**config.mk**
```make
export PLATFORM = sky130hd
export DESIGN_NAME = simd_csa_resolve
export DESIGN_NICKNAME = d
export VERILOG_FILES = /design/src/rtl/simd_csa_resolve.sv
export SDC_FILE = /design/constraint.sdc
export NUM_CORES = 2
export LEC_CHECK = 0
export BUFFER_PORTS_ARGS = -buffer_cell sky130_fd_sc_hd__buf_2
export CORE_UTILIZATION = 35
export CTS_BUF_LIST = sky130_fd_sc_hd__clkbuf_4 sky130_fd_sc_hd__clkbuf_8 sky130_fd_sc_hd__clkbuf_16
export DETAILED_ROUTE_END_ITERATION = 6
export PLACE_DENSITY = 0.58
export SLEW_MARGIN = 10
export SYNTH_ARGS = -nofsm -noshare
export SYNTH_HDL_FRONTEND = slang
export SYNTH_SLANG_ARGS = --single-unit
```
**constraint.sdc**
```tcl
create_clock -name clk_i -period 7 [get_ports clk_i]
set_clock_uncertainty 0.2 [all_clocks]
set_input_delay 0.35 -clock clk_i [delete_from_list [all_inputs] [get_ports clk_i]]
set_output_delay 0.35 -clock clk_i [all_outputs]
set_load 0.005 [all_outputs]
```
**src/rtl/simd_csa_resolve.sv**
```systemverilog
// -----------------------------------------------------------------------------
// simd_csa_resolve
//   Resolves a carry-save (ps, sc) pair from simd_muland into a final SIMD
//   result. Arithmetic mode adds lane-wise mod 2^lane_width. Boolean mode
//   XOR-combines the two shares. The carry-propagate add is split into
//   CHUNK-bit pieces, one piece per pipeline stage. Carries are cut at every
//   lane boundary.
//
//   Ports
//     clk_i, rst_i          clock, synchronous active-high reset
//     in_valid_i/in_ready_o input handshake
//     ps_i, sc_i            partial-sum / aligned shifted-carry vectors
//     mode_i                3'b100 arithmetic, 3'b010 boolean
//     width_i               lane width 000=32, 001=64, 011=128, 111=256
//     out_valid_o/out_ready_i output handshake
//     res_o                 resolved result
//     cout_o                per-lane carry-out, at the lane's top 32-bit segment
//     err_o                 sticky: illegal mode/width accepted
// -----------------------------------------------------------------------------

// One chunk of the carry-propagate adder. The chunk is built from two 32-bit
// halves, so CHUNK must be 64. That way a 32-bit lane boundary can cut the
// carry in the middle of the chunk.
module simd_csa_chunk #(
   parameter int CHUNK = 64,
   parameter int K     = 0          // chunk index within the datapath
) (
   input  logic [CHUNK-1:0] ps_i,
   input  logic [CHUNK-1:0] sc_i,
   input  logic             carry_i,    // carry out of chunk K-1
   input  logic             arith_i,
   input  logic [1:0]       lw_i,       // 0:32 1:64 2:128 3:256
   output logic [CHUNK-1:0] res_o,
   output logic             mid_cout_o, // carry out of a 32-bit lane in the low half
   output logic             carry_o,    // raw carry out of the chunk top bit
   output logic             lane_end_o  // chunk top bit is a lane MSB
);
   localparam int HALF = CHUNK / 2;

   logic            lw32;
   logic            start_bnd;
   logic            cin_lo;
   logic            c_mid;
   logic [HALF:0]   sum_lo;
   logic [HALF:0]   sum_hi;

   assign lw32 = (lw_i == 2'd0);

   // Is the chunk's bottom bit the start of a lane? Is its top bit the end of a lane?
   always_comb begin
      start_bnd  = 1'b1;
      lane_end_o = 1'b1;
      case (lw_i)
         2'd2:    begin start_bnd = ((K % 2) == 0); lane_end_o = ((K % 2) == 1); end
         2'd3:    begin start_bnd = ((K % 4) == 0); lane_end_o = ((K % 4) == 3); end
         default: begin start_bnd = 1'b1;           lane_end_o = 1'b1;           end
      endcase
   end

   assign cin_lo = carry_i & ~start_bnd;
   assign sum_lo = {1'b0, ps_i[HALF-1:0]} + {1'b0, sc_i[HALF-1:0]} + {{HALF{1'b0}}, cin_lo};
   // With 32-bit lanes, bit 32 of the chunk starts a new lane.
   assign c_mid  = sum_lo[HALF] & ~lw32;
   assign sum_hi = {1'b0, ps_i[CHUNK-1:HALF]} + {1'b0, sc_i[CHUNK-1:HALF]} + {{HALF{1'b0}}, c_mid};

   assign res_o      = arith_i ? {sum_hi[HALF-1:0], sum_lo[HALF-1:0]} : (ps_i ^ sc_i);
   assign mid_cout_o = arith_i & lw32 & sum_lo[HALF];
   assign carry_o    = arith_i & sum_hi[HALF];
endmodule

module simd_csa_resolve #(
   parameter int W     = 256,
   parameter int CHUNK = 64
) (
   input  logic           clk_i,
   input  logic           rst_i,
   input  logic           in_valid_i,
   output logic           in_ready_o,
   input  logic [W-1:0]   ps_i,
   input  logic [W-1:0]   sc_i,
   input  logic [2:0]     mode_i,
   input  logic [2:0]     width_i,
   output logic           out_valid_o,
   input  logic           out_ready_i,
   output logic [W-1:0]   res_o,
   output logic [W/32-1:0] cout_o,
   output logic           err_o
);
   localparam int NS  = W / CHUNK;
   localparam int SEG = CHUNK / 32;   // cout bits per chunk

   logic            adv;
   logic [NS:1]     vld_pipe;

   // Input decode. An illegal mode or width falls back to boolean.
   logic            width_ok;
   logic            in_arith;
   logic            in_legal;
   logic [1:0]      in_lw;

   always_comb begin
      width_ok = 1'b1;
      in_lw    = 2'd0;
      case (width_i)
         3'b000:  in_lw = 2'd0;
         3'b001:  in_lw = 2'd1;
         3'b011:  in_lw = 2'd2;
         3'b111:  in_lw = 2'd3;
         default: width_ok = 1'b0;
      endcase
   end

   assign in_arith = (mode_i == 3'b100) & width_ok;
   assign in_legal = in_arith | (mode_i == 3'b010);

   // A single advance enable for the whole pipeline. It goes combinationally from out_ready_i.
   assign out_valid_o = vld_pipe[NS];
   assign in_ready_o  = ~out_valid_o | out_ready_i;
   assign adv         = in_ready_o;

   always_ff @(posedge clk_i) begin
      if (rst_i)      vld_pipe <= '0;
      else if (adv)   vld_pipe <= {vld_pipe[NS-1:1], in_valid_i};
   end

   always_ff @(posedge clk_i) begin
      if (rst_i)                                 err_o <= 1'b0;
      else if (in_valid_i & in_ready_o & ~in_legal) err_o <= 1'b1;
   end

   // Per-stage control. Each signal has an _s copy seen by stage j and a
   // registered _q copy at the output of stage j.
   logic [NS-1:0]        arith_s;
   logic [NS-1:0]        carry_s;
   logic [NS-1:0][1:0]   lw_s;
   logic [NS-1:0]        carry_n;
   logic [NS-2:0]        arith_q;
   logic [NS-2:0]        carry_q;
   logic [NS-2:0][1:0]   lw_q;

   assign arith_s[0] = in_arith;
   assign lw_s[0]    = in_lw;
   assign carry_s[0] = 1'b0;

   always_ff @(posedge clk_i) begin
      if (rst_i) begin
         arith_q <= '0;
         lw_q    <= '0;
         carry_q <= '0;
      end else if (adv) begin
         for (int j = 0; j < NS-1; j++) begin
            arith_q[j] <= arith_s[j];
            lw_q[j]    <= lw_s[j];
            carry_q[j] <= carry_n[j];
         end
      end
   end

   for (genvar j = 0; j < NS; j++) begin : g_ch
      localparam int D = NS - j;   // result delay so every chunk exits aligned

      logic [CHUNK-1:0]          ps_at;
      logic [CHUNK-1:0]          sc_at;
      logic [CHUNK-1:0]          rc;
      logic                      mid_c;
      logic                      lane_end;
      logic [D-1:0][CHUNK-1:0]   res_dl;
      logic [D-1:0][SEG-1:0]     cout_dl;

      if (j == 0) begin : g_nodly
         assign ps_at = ps_i[CHUNK-1:0];
         assign sc_at = sc_i[CHUNK-1:0];
      end else begin : g_dly
         // Operand skew: chunk j waits j stages for the carry from below.
         logic [j-1:0][CHUNK-1:0] ps_dl;
         logic [j-1:0][CHUNK-1:0] sc_dl;

         assign arith_s[j] = arith_q[j-1];
         assign lw_s[j]    = lw_q[j-1];
         assign carry_s[j] = carry_q[j-1];

         always_ff @(posedge clk_i) begin
            if (rst_i) begin
               ps_dl <= '0;
               sc_dl <= '0;
            end else if (adv) begin
               ps_dl[0] <= ps_i[j*CHUNK +: CHUNK];
               sc_dl[0] <= sc_i[j*CHUNK +: CHUNK];
               for (int m = 1; m < j; m++) begin
                  ps_dl[m] <= ps_dl[m-1];
                  sc_dl[m] <= sc_dl[m-1];
               end
            end
         end

         assign ps_at = ps_dl[j-1];
         assign sc_at = sc_dl[j-1];
      end

      simd_csa_chunk #(.CHUNK(CHUNK), .K(j)) u_chunk (
         .ps_i       (ps_at),
         .sc_i       (sc_at),
         .carry_i    (carry_s[j]),
         .arith_i    (arith_s[j]),
         .lw_i       (lw_s[j]),
         .res_o      (rc),
         .mid_cout_o (mid_c),
         .carry_o    (carry_n[j]),
         .lane_end_o (lane_end)
      );

      always_ff @(posedge clk_i) begin
         if (rst_i) begin
            res_dl  <= '0;
            cout_dl <= '0;
         end else if (adv) begin
            res_dl[0]  <= rc;
            cout_dl[0] <= {carry_n[j] & lane_end, mid_c};
            for (int m = 1; m < D; m++) begin
               res_dl[m]  <= res_dl[m-1];
               cout_dl[m] <= cout_dl[m-1];
            end
         end
      end

      assign res_o[j*CHUNK +: CHUNK] = res_dl[D-1];
      assign cout_o[j*SEG +: SEG]    = cout_dl[D-1];
   end
endmodule

```
==> flow_summary.toml <==
[yosys]
synthArstFlopShare = 0
syn_nets = 8999
ys_ff_latch = 1445
yosys_warnings = 0
avgSynthCellArea_um2 = 7.77
synth_area_um2 = 63800
syn_inst = 8206
yosysUniqueCellTypes = 86
synth_edf_count = 0
yosysSeqAreaShare = 0.454
ys.flop_type = "dfxtp_1"

[placement]
post-dp-hpwl_mm = 144
placed_cells = 10700
io_buffers = 788
place_area_um2 = 67700
gp_congestion = 0.934

[setup_path]
crit_path_start_kind = "flip-flop"
max_stage_delay_ns = 0.43
crit_type = "reg2reg"
cp_top_family = "compound AO/OA/AOI/OAI gates"
cp_num_buf_inv = 0
cp.required_ns = 7.50
cp_max_fo = 4
end_kind = "flip-flop"
cp.arrival_ns = 7.14
critPathSlowestCell = "fa_1"

[timing]
hold_viol = 0
fin_hold_ws_ns = 0.0770
drv_slew = 0
setup_violations = 0
timing.fmax_mhz = 151
setup_tns_ns = 0
maxSlewHeadroom = 0.236
tightestPinTransition_ns = 1.15
fin_crit_ns = 6.64
finalCritPeriodShare = 0.949

[route]
avgRoutedWirePerCell_um = 18.0
drcViolationCount = 0
via_per_inst = 5.01
drt-total-wl_mm = 207
antenna_left = 0
firstDrtPassIters = 6
num_vias = 57700
drtIter0Drc = 3417

[global_route]
grt.overflow.total = 0
grt_util_all_layers = 0.218
grt_pass1_vias = 55200
grt_max_degree = 253
grt_pass1_wl_mm = 319
antenna_found_initial = 23

[cts]
clk_latency_ns = 0.83
cts_max_level = 4
clkTransAtPathRegs_ns = 0.06
cts_sinks = 1445
clockBufferDepth = 3
cts_tree = "done"
cts-root-buf = "clkbuf_16"
cts_inserted_buffers = 163

[floorplanning]
num_io_pins = 789
die_w_um = 429
rows = 156
die_h_um = 429
die_area_um2 = 184000
initial_core_util = 0.352
core_area_um2 = 181000

[cells_and_area]
finalNetCount = 9805
seqCellArea_um2 = 28900
final_cells = 11500
fillCellCount = 18300
multi_input_area_um2 = 31100
drive_above_1_share = 0.128
fin_area_um2 = 78800
area_delta_synth_final_pct = 23.6

[pwr]
power.total_mw = 19.8
peakVddDrop_uv = 180
power.leakage_nw = 33.2
powerDensity_nw_per_um2 = 251

[run]
maxCapViolCount = 0

[status]
outcome = "complete, no violations"

[worst_hold_path]
hold_path.class = "in2reg"
state kept, by name, summed over array words and instances, names as in the netlist:
signal and count:
vld_pipe 4, cout_o 6, g_ch.cout_dl 14, g_ch.ps_at 128
res_o 192, lw_q 6, arith_q 3, carry_q 3
g_ch.sc_at 128, g_ch.g_dly.ps_dl 256, err_o 1, g_ch.res_dl 448
g_ch.g_dly.sc_dl 256
cells in the mapped netlist, drive strengths merged, types with 11 or more instances:
library cell  count  share of area
a211oi          145          0.017
a21boi           16         0.0019
a21o            143          0.017
a21oi          1434           0.11
a311oi           19         0.0026
a31oi            24         0.0024
and2             11         0.0011
and3             35         0.0034
buf             221          0.025
clkbuf          512          0.030
dfxtp          1445           0.45
fa               15         0.0047
ha              256          0.050
inv              73         0.0043
mux2i            13         0.0020
nand2          2616           0.15
nand2b           23         0.0023
nand3            53         0.0042
nand4            24         0.0024
nor2            287          0.017
nor2b            62         0.0061
nor3             39         0.0031
o211ai           14         0.0016
o21a             40         0.0047
o21ai           295          0.023
o21bai           16         0.0019
or3              26         0.0026
xnor2            76          0.010
xor2            136          0.019
per-layer routing:
layer | wire [um] | vias up | part of all wire | GRT usage
met5 | 20 | - | 0.000096 | 0
met4 | 10900 | 4 | 0.053 | 0.115
met3 | 8280 | 399 | 0.040 | 0.0341
met2 | 98800 | 1263 | 0.48 | 0.365
met1 | 89400 | 27000 | 0.43 | 0.269
li1 | - | 29000 | - | -
cells by family after synthesis:
| kind of cell | Yosys count | synth area share |
|---|---|---|
| mux | 13 | 0.00204 |
| simple gates | 3204 | 0.199 |
| buf+inv | 807 | 0.0593 |
| flops | 1445 | 0.454 |
| fa+ha+maj | 271 | 0.0549 |
| xor+xnor | 212 | 0.0291 |
| compound gates | 2254 | 0.202 |
where the power goes:
part,switching [mW],internal (mW),leakage [nW]
registers,0.237,8.64,11.9
clock network,3.68,5.31,2.83
logic,1.08,0.855,18.5
total,5.00,14.8,33.2
worst reg2reg max path, stage by stage (launching register included):
cell and delay [ns]:
dfxtp_1 0.31, and2_1 0.18, fa_1 0.42, fa_1 0.43
a21o_1 0.19, a21o_1 0.22, a211oi_4 0.32, or3_1 0.19
and2_1 0.18, o311a_1 0.24, a21oi_2 0.10, a41o_1 0.26
a21o_1 0.19, a21o_1 0.19, o21ai_0 0.15, fa_1 0.29
fa_1 0.23, nor2b_1 0.07, o21ai_2 0.13, a21boi_1 0.10
nor4_2 0.26, nor2_1 0.15, a2111oi_4 0.40, o31ai_1 0.18
a31o_1 0.26, and3_1 0.18, o211a_1 0.22, a221o_1 0.29
per-stage QoR:
| stage | worst slack (ns) | utilization |
|---|---|---|
| after detailed placement | 0.348 | 0.374 |
| final | 0.356 | 0.436 |
| after global routing | -0.00451 | 0.436 |
| after CTS | 0.290 | 0.435 |
| after global placement | 0.452 | 0.374 |
| after floorplan | 1.23 | - |
placed cells by master, fill, tap and decap left out, types with 26 or more instances in the layout:
| cell | count |
|---|---|
| a211oi_1 | 143 |
| ha_1 | 256 |
| a21o_1 | 143 |
| clkbuf_8 | 27 |
| nor2b_1 | 61 |
| buf_2 | 787 |
| o21ai_0 | 267 |
| o21a_1 | 40 |
| xor2_1 | 136 |
| clkinv_2 | 26 |
| xnor2_1 | 76 |
| nand3_1 | 52 |
| nand2_1 | 2615 |
| a21oi_1 | 1430 |
| and3_1 | 35 |
| nor2_1 | 285 |
| clkbuf_4 | 34 |
| nor3_1 | 39 |
| buf_4 | 44 |
| inv_1 | 71 |
| o21ai_1 | 26 |
| dlygate4sd3_1 | 534 |
| dfxtp_1 | 1442 |
| clkbuf_16 | 164 |
what timing repair did:
| action | in CTS | in global routing |
|---|---|---|
| hold buffers | 534 | 0 |
| endpoints found under the hold margin | 518 | 0 |
| buffers inserted | 0 | 0 |
| gates resized for setup | 0 | 1 |
| setup endpoints to repair | 0 | 2 |
layout make-up:
class                   count  area share
clock buffers             225      0.0600
inverters                  74     0.00363
well taps                2370      0.0376
flip-flops and latches   1445       0.367
diodes                     15    0.000476
multi-input cells        5954       0.394
repair buffers           1374       0.124
clock inverters            69      0.0126
worst paths after layout:
check / from / to / slack [ns] / cells past startpoint
hold / removal: ps_i[14] / g_ch[0].res_dl[14] / 0.08 / 4
setup reg to reg: carry_q[0] / g_ch[1].cout_dl[1] / 0.36 / 27
hold reg to reg: g_ch[0].res_dl[4] / g_ch[0].res_dl[68] / 0.22 / 2
setup / recovery: carry_q[0] / g_ch[1].cout_dl[1] / 0.36 / 27
Note: power is estimated with default switching activity, not from simulation.
